<file path="config.mk">
export PLATFORM = sky130hd
export DESIGN_NAME = joy_db15_tx
export DESIGN_NICKNAME = d
export VERILOG_FILES = /design/src/rtl/joy_db15_pkg.sv /design/src/rtl/joy_sync.sv /design/src/rtl/joy_db15_tx.sv
export SDC_FILE = /design/constraint.sdc
export NUM_CORES = 1
export LEC_CHECK = 0
export CORE_UTILIZATION = 55
export CTS_CLUSTER_DIAMETER = 200
export DETAILED_ROUTE_END_ITERATION = 10
export PLACE_DENSITY = 0.91
export SYNTH_ARGS = -nofsm -noshare
export SYNTH_HDL_FRONTEND = slang
export SYNTH_SLANG_ARGS = --single-unit
</file>
<file path="constraint.sdc">
create_clock -name clk -period 2.6 [get_ports clk]
set_clock_uncertainty 0.1 [all_clocks]
set_input_delay 0.52 -clock clk [delete_from_list [all_inputs] [get_ports clk]]
set_output_delay 0.52 -clock clk [all_outputs]
set_load 0.02 [all_outputs]
</file>
<file path="src/rtl/joy_db15_pkg.sv">
// Shared types and constants for the DB15 serial joystick responder.
package joy_db15_pkg;

  localparam int DEFAULT_BITS_PER_PLAYER = 12;
  localparam int DEFAULT_TIMEOUT_CYCLES  = 1048576;

  typedef enum logic [1:0] {
    ST_LOAD  = 2'd0,
    ST_SHIFT = 2'd1,
    ST_IDLE  = 2'd2
  } state_t;

  // Button bit positions within one player's word (LS FEDCBAUDLR).
  localparam int BTN_RIGHT  = 0;
  localparam int BTN_LEFT   = 1;
  localparam int BTN_DOWN   = 2;
  localparam int BTN_UP     = 3;
  localparam int BTN_A      = 4;
  localparam int BTN_B      = 5;
  localparam int BTN_C      = 6;
  localparam int BTN_D      = 7;
  localparam int BTN_E      = 8;
  localparam int BTN_F      = 9;
  localparam int BTN_START  = 10;
  localparam int BTN_SELECT = 11;

endpackage

</file>
<file path="src/rtl/joy_sync.sv">
// Two-flop synchronizer for asynchronous host pins; idles high out of reset.
module joy_sync #(
  parameter int               WIDTH       = 1,
  parameter logic [WIDTH-1:0] RESET_VALUE = '1
) (
  input  logic             clk,
  input  logic             reset,
  input  logic [WIDTH-1:0] d,
  output logic [WIDTH-1:0] q
);

  logic [WIDTH-1:0] meta;

  // NOTE: non-blocking assignments make both stages sample the old values, so this stays two flops deep.
  always_ff @(posedge clk or posedge reset) begin
    if (reset) begin
      meta <= RESET_VALUE;
      q    <= RESET_VALUE;
    end else begin
      meta <= d;
      q    <= meta;
    end
  end

endmodule

</file>
<file path="src/rtl/joy_db15_tx.sv">
// DB15 joystick responder: latches two players' buttons on the host strobe
// and shifts them out, P1 bit 0 first, one bit per host clock rising edge.
module joy_db15_tx
  import joy_db15_pkg::*;
#(
  parameter int BITS_PER_PLAYER = DEFAULT_BITS_PER_PLAYER,
  parameter int TIMEOUT_CYCLES  = DEFAULT_TIMEOUT_CYCLES
) (
  input  logic        clk,
  input  logic        reset,
  input  logic [15:0] joy1,
  input  logic [15:0] joy2,
  input  logic        joy_load,
  input  logic        joy_clk,
  output logic        joy_data,
  output logic        frame_done,
  output logic        link_active
);

  localparam int FRAME_BITS = 2 * BITS_PER_PLAYER;
  localparam int CNT_W      = $clog2(FRAME_BITS + 1);
  localparam int WD_W       = $clog2(TIMEOUT_CYCLES + 1);
  localparam logic [CNT_W-1:0] CNT_LAST = CNT_W'(FRAME_BITS);
  localparam logic [WD_W-1:0]  WD_MAX   = WD_W'(TIMEOUT_CYCLES);

  logic                  load_s, clk_s;
  logic                  load_q, clk_q;
  logic                  load_fall, load_rise, clk_rise;
  state_t                state, state_next;
  logic                  shift_en;
  logic [FRAME_BITS-1:0] shreg;
  logic [CNT_W-1:0]      cnt;
  logic [WD_W-1:0]       wd;
  logic                  seen;
  logic                  unused_hi_bits;

  assign unused_hi_bits = ^{joy1[15:BITS_PER_PLAYER], joy2[15:BITS_PER_PLAYER]};

  joy_sync #(.WIDTH(1)) u_load_sync (
    .clk   (clk),
    .reset (reset),
    .d     (joy_load),
    .q     (load_s)
  );

  joy_sync #(.WIDTH(1)) u_clk_sync (
    .clk   (clk),
    .reset (reset),
    .d     (joy_clk),
    .q     (clk_s)
  );

  always_ff @(posedge clk or posedge reset) begin
    if (reset) begin
      load_q <= 1'b1;
      clk_q  <= 1'b1;
    end else begin
      load_q <= load_s;
      clk_q  <= clk_s;
    end
  end

  assign load_fall = load_q & ~load_s;
  assign load_rise = ~load_q & load_s;
  assign clk_rise  = ~clk_q & clk_s;

  always_ff @(posedge clk or posedge reset) begin
    if (reset) state <= ST_IDLE;
    else       state <= state_next;
  end

  // NOTE: assign every output a default first so no path through the case leaves it unassigned (no latch).
  always_comb begin
    state_next = state;
    unique case (state)
      ST_LOAD:  if (load_rise) state_next = ST_SHIFT;
      ST_SHIFT: begin
        if (load_fall)            state_next = ST_LOAD;
        else if (cnt == CNT_LAST) state_next = ST_IDLE;
      end
      ST_IDLE:  if (load_fall) state_next = ST_LOAD;
      default:  state_next = ST_IDLE;
    endcase
  end

  // Load edges win over a coincident clock edge, which is then dropped.
  always_comb begin
    shift_en   = 1'b0;
    frame_done = 1'b0;
    if (state == ST_SHIFT) begin
      frame_done = (cnt == CNT_LAST);
      shift_en   = clk_rise & ~load_fall & ~load_rise & (cnt != CNT_LAST);
    end
  end

  always_ff @(posedge clk or posedge reset) begin
    if (reset) begin
      shreg <= '0;
      cnt   <= '0;
    end else begin
      if (state == ST_LOAD)
        shreg <= {joy2[BITS_PER_PLAYER-1:0], joy1[BITS_PER_PLAYER-1:0]};
      else if (shift_en)
        shreg <= {1'b0, shreg[FRAME_BITS-1:1]};

      if (state_next == ST_LOAD) cnt <= '0;
      else if (shift_en)         cnt <= cnt + CNT_W'(1);
    end
  end

  always_ff @(posedge clk or posedge reset) begin
    if (reset) joy_data <= 1'b1;
    else       joy_data <= (state == ST_IDLE) ? 1'b1 : ~shreg[0];
  end

  // Watchdog restarts on every latch and parks at its limit.
  always_ff @(posedge clk or posedge reset) begin
    if (reset) begin
      wd   <= WD_MAX;
      seen <= 1'b0;
    end else if (load_fall) begin
      wd   <= '0;
      seen <= 1'b1;
    end else if (wd != WD_MAX) begin
      wd   <= wd + WD_W'(1);
    end
  end

  assign link_active = seen & (wd < WD_MAX);

endmodule

</file>
# Word level (Yosys, flattened, before mapping)
# Index checks and enable logic that the tools add are counted.
# totals
ff_bits,60
out_inout_bits,3
elab_cells,52
# classes
n_addsub,2
magnitude_cmp,1
eq_ne,5
n_mux,14
bitwise_logic,13
n_reduce_logical,5
# op_table
operator,n
$mux W24,2
$mux W21,2
$add A21 B1 Y21 const B,1
$lt A21 B21 Y1 const B,1
$ne A21 B21 Y1 const B,1
$mux W5,2
$mux W2,4
$and A1 B1 Y1,7
$not A1 Y1,6
$pmux W2 S3,1
$reduce_bool A2 Y1,3
$add A5 B1 Y5 const B,1
$eq A5 B5 Y1 const B,1
$ne A5 B5 Y1 const B,1
$logic_not A2 Y1,2
$mux W1,3
$eq A2 B1 Y1 const B,1
$eq A2 B2 Y1 const B,1

# Depth between registers and ports, before layout
# depth
depth_word,9
ltp_mapped,8
ltp_nobuf,6

# Hierarchy
# A second synthesis with hierarchy kept.
# unflattened
hier_cells,273
area_unflattened_um2,2924.1
# by_module_without_submodules
module,instances,cells_per_inst,area_per_inst_um2
joy_db15_tx,1,267,2811.4
joy_sync,2,3,56.3

# Worst setup path before layout
# OpenSTA, ideal clock, no wires.
# synth_path
path_type,flip-flop to output port
startpoint,register cnt[0]
endpoint,output port frame_done
t_arrival_ps,1151
setup_slack_ps,829
path_stages_with_launch,7
path_buffers,0
path_cell_list,dfrtp_1 > inv_1 > ha_1 > nand4b_1 > inv_1 > nand2_1 > nor2_1
# synth_via
elab_chain_len,2
# synth_lines
element,line,source
start: declaration,joy_db15_tx.sv:32,logic [CNT_W-1:0] cnt;
start signal: assignment,joy_db15_tx.sv:107,else if (shift_en) cnt <= cnt + CNT_W'(1);
$eq A5 B5 Y1,joy_db15_tx.sv:91,frame_done = (cnt == CNT_LAST);
$mux W1,joy_db15_tx.sv:90,if (state == ST_SHIFT) begin
end: declaration,joy_db15_tx.sv:16,"output logic frame_done,"
# Every way passes these cells.

# Final worst setup path
# Ends and elaborated chain as after synthesis.

==> qor.log <==
qor: die.die-height 74.7 um
qor: cts.ctsLongestPathBuffers 2
qor: route.dr_total_vias 2137
qor: pwr.power-per-cell-area 729 nW/um2
qor: logic_synthesis.yosysSeqAreaShare 0.521
qor: logic_synthesis.netlist_instances 281
qor: critical_path.critical_path.max_fanout 4
qor: placed_design.place.detailed.hpwl 3530 um
qor: route.detailedRoute.firstPassIterationCount 4
qor: global_routing.grt_antenna_before_repair 0
qor: sta.timing.final.crit_period 2.40 ns
qor: route.ant_nets 0
qor: route.detailed_route_iter0_violations 104
qor: global_routing.grt.total_usage 0.217
qor: finish.area_growth 21.1%
qor: global_routing.first_global_vias 2010
qor: logic_synthesis.synth_top_flop_cell sky130_fd_sc_hd__dfrtp_1
qor: route.vias_per_cell 5.52
qor: placed_design.postPlaceCellArea 3260 um2
qor: critical_path.critPathArrivalTime 1.78 ns
qor: cts.cts_root_buffer sky130_fd_sc_hd__clkbuf_8
qor: sta.transition_time_at_the_pin_with_the_least_slew_margin 0.464 ns
qor: pwr.p_leak 1.71 nW
qor: logic_synthesis.postSynthAreaPerCell 10.3 um2
qor: finish.antenna_cells_inserted 0
qor: die.floorplan.die_area 5570 um2
qor: finish.multiInputGateArea 1280 um2
qor: logic_synthesis.asyncSetResetFlopFracSynth 1.00
qor: pwr.total_power 0.00256 W
qor: finish.final_layout_size_suffix_gt1_frac 0.120
qor: die.initial_core_utilization 0.569
qor: critical_path.endpoint_kind primary output
qor: sta.timing.setup.tns 0 ns
qor: cts.cts_buffers 9
qor: logic_synthesis.mappedNetlistNets 321
qor: sta.share_of_the_clock_period_used_by_the_worst_path_after_layout 0.921
qor: logic_synthesis.ys_warn_count 0
qor: critical_path.crit_top_cell sky130_fd_sc_hd__inv_1
qor: cts.insertion_delay 0.34 ns
qor: global_routing.maximum_number_of_pins_on_one_net_before_global_route_repair 61
qor: die.ioPinCount 39
qor: critical_path.crit_path_top_delay_cell sky130_fd_sc_hd__dfrtp_1
qor: sta.unrepaired_setup_endpoints_after_global_routing no
qor: min_path.type_of_the_tightest_min_delay_check flop to flop
qor: critical_path.worst_ep_required_time 1.98 ns
qor: cts.depth_of_the_cts_h_tree 3
qor: route.wirelength 5430 um
qor: critical_path.cp_top_family buffers and inverters
qor: die.row_count 26
qor: cts.cts_tree yes
qor: run_status.outcome finished, final reports clean
qor: sta.slew_violations 0
qor: placed_design.routabilityCongestion 0.775
qor: route.detail_route.drc_violations 0
qor: logic_synthesis.synth_seq_cells 60
qor: critical_path.slowest_delay 0.41 ns
qor: cts.cts_hold_repair.buffers 0
qor: run.maxCapViolCount 0
qor: global_routing.grt_pass1_wl 8780 um
qor: critical_path.worstSetupStartpointType flop
qor: finish.area.sequential 1510 um2
qor: sta.fmax 417 MHz
qor: cts.path_clk_slew 0.07 ns
qor: finish.stdcell_area 3520 um2
qor: sta.setup_viol 0
qor: finish.layout.cells.most_common sky130_fd_sc_hd__dfrtp_1
qor: logic_synthesis.synth_edf_count 0
qor: route.routedWlPerCell 14.0 um
qor: pwr.worst_ir_drop_vdd 482 uV
qor: cts.clkSinkCount 60
qor: die.floorplan.core_area 5110 um2
qor: placed_design.detailedPlace.worstSlack 0.287 ns
qor: sta.slew-limit-headroom 0.691
qor: finish.final_net_count 352
qor: placed_design.port_buffer_cells 30
qor: finish.n_fill_cell 386
qor: critical_path.worstSetupPathType flop to primary output
qor: logic_synthesis.synth.cell_area 2900 um2
qor: finish.final_cell_mix sky130_fd_sc_hd__dfrtp_1 (51), sky130_fd_sc_hd__nand2_1 (36), sky130_fd_sc_hd__o21ai_0 (30)
qor: critical_path.worstPathCellList inv_1 -> ha_1 -> nand4b_1 -> inv_1 -> nand2_1 -> nor2_1 -> dlygate4sd2_1
qor: die.die-width 74.7 um
qor: sta.hold_violations 0
qor: critical_path.crit_path_buf_inv_count 3
qor: sta.fin_ws 0.204 ns
qor: global_routing.overflow 0
qor: logic_synthesis.yosys.cell_types.count 42
## where the power goes
part,leakage (nW),total (W),internal [W],switching [W]
combinational,0.832,0.000350,0.000167,0.000183
sequential,0.750,0.00116,0.00106,0.0000948
clock,0.130,0.00106,0.000692,0.000366
total,1.71,0.00256,0.00192,0.000643
## metrics by stage
stage                     utilization  hold WS (ns)  std cells
after floorplan                     -         0.245        281
after global placement          0.638         0.246        371
after detailed placement        0.638         0.247        371
after CTS                       0.689         0.252        387
after global routing            0.689         0.257        387
final                           0.689         0.253        387
## state kept, by name, indices dropped and copies added (netlist names)
register,count
joy_data,1
u_load_sync.q,1
u_clk_sync.meta,1
load_q,1
wd,21
seen,1
u_load_sync.meta,1
cnt,5
u_clk_sync.q,1
shreg,24
clk_q,1
state,2
## cells in the mapped netlist (6+ instances only)
library cell | n | area [um2]
sky130_fd_sc_hd__inv_1 | 9 | 33.8
sky130_fd_sc_hd__nand4_1 | 8 | 50.1
sky130_fd_sc_hd__nor3_1 | 6 | 30.0
sky130_fd_sc_hd__dfstp_2 | 9 | 236
sky130_fd_sc_hd__nand2_1 | 36 | 135
sky130_fd_sc_hd__nor2_1 | 25 | 93.8
sky130_fd_sc_hd__xor2_1 | 7 | 61.3
sky130_fd_sc_hd__dfrtp_1 | 51 | 1280
sky130_fd_sc_hd__clkbuf_1 | 9 | 33.8
sky130_fd_sc_hd__mux2i_1 | 25 | 250
sky130_fd_sc_hd__o21ai_0 | 30 | 150
sky130_fd_sc_hd__xnor2_1 | 8 | 70.1
## cells by family after synthesis
| group | share of synthesized area |
|---|---|
| fa+ha+maj | 0.0207 |
| buf+inv | 0.0383 |
| xor+xnor | 0.0452 |
| mux | 0.0862 |
| compound gates | 0.0965 |
| simple gates | 0.192 |
| flops | 0.521 |
## metal layers
| layer | global-route usage | vias to the layer above | part of all wire |
|---|---|---|---|
| li1 | - | 1040 | - |
| met1 | 0.262 | 1039 | 0.44 |
| met2 | 0.344 | 51 | 0.50 |
| met5 | 0 | - | 0 |
| met4 | 0.0860 | 0 | 0.013 |
| met3 | 0.0910 | 7 | 0.047 |
## final cells by class
cell class	instances	share of cell area
flip-flops and latches	60	0.430
multi-input cells	198	0.365
repair buffers	34	0.0971
clock buffers	11	0.0430
clock inverters	5	0.0306
well taps	70	0.0249
inverters	9	0.00961
## worst register-to-register path: stages (launching register included)
cell and delay (ns):
sky130_fd_sc_hd__dfrtp_1 0.41, sky130_fd_sc_hd__inv_1 0.10, sky130_fd_sc_hd__ha_1 0.17, sky130_fd_sc_hd__nand4b_1 0.17, sky130_fd_sc_hd__nand3_1 0.11, sky130_fd_sc_hd__buf_4 0.38
sky130_fd_sc_hd__mux2i_1 0.28, sky130_fd_sc_hd__o21ai_0 0.10
## final timing paths
| kind | startpoint | endpoint | slack (ns) | cells after the start |
|---|---|---|---|---|
| setup / recovery | cnt[0]$_DFFE_PP0P_ | frame_done | 0.20 | 7 |
| hold / removal | u_clk_sync.meta$_DFF_PP1_ | u_clk_sync.q$_DFF_PP1_ | 0.25 | 0 |
| setup reg to reg | cnt[0]$_DFFE_PP0P_ | shreg[17]$_DFFE_PP0P_ | 0.64 | 7 |
| hold reg to reg | u_clk_sync.meta$_DFF_PP1_ | u_clk_sync.q$_DFF_PP1_ | 0.25 | 0 |
| max in group asynchronous | reset | state[1]$_DFF_PP1_ | 1.64 | 3 |
| min in group asynchronous | reset | shreg[12]$_DFFE_PP0P_ | 0.45 | 3 |
## repair_timing
action                                  in CTS  in global routing
buffers inserted                             0                  0
gates resized for setup                      1                  0
endpoints found under the setup margin       1                  0
Note: power is estimated with default switching activity, not from simulation.
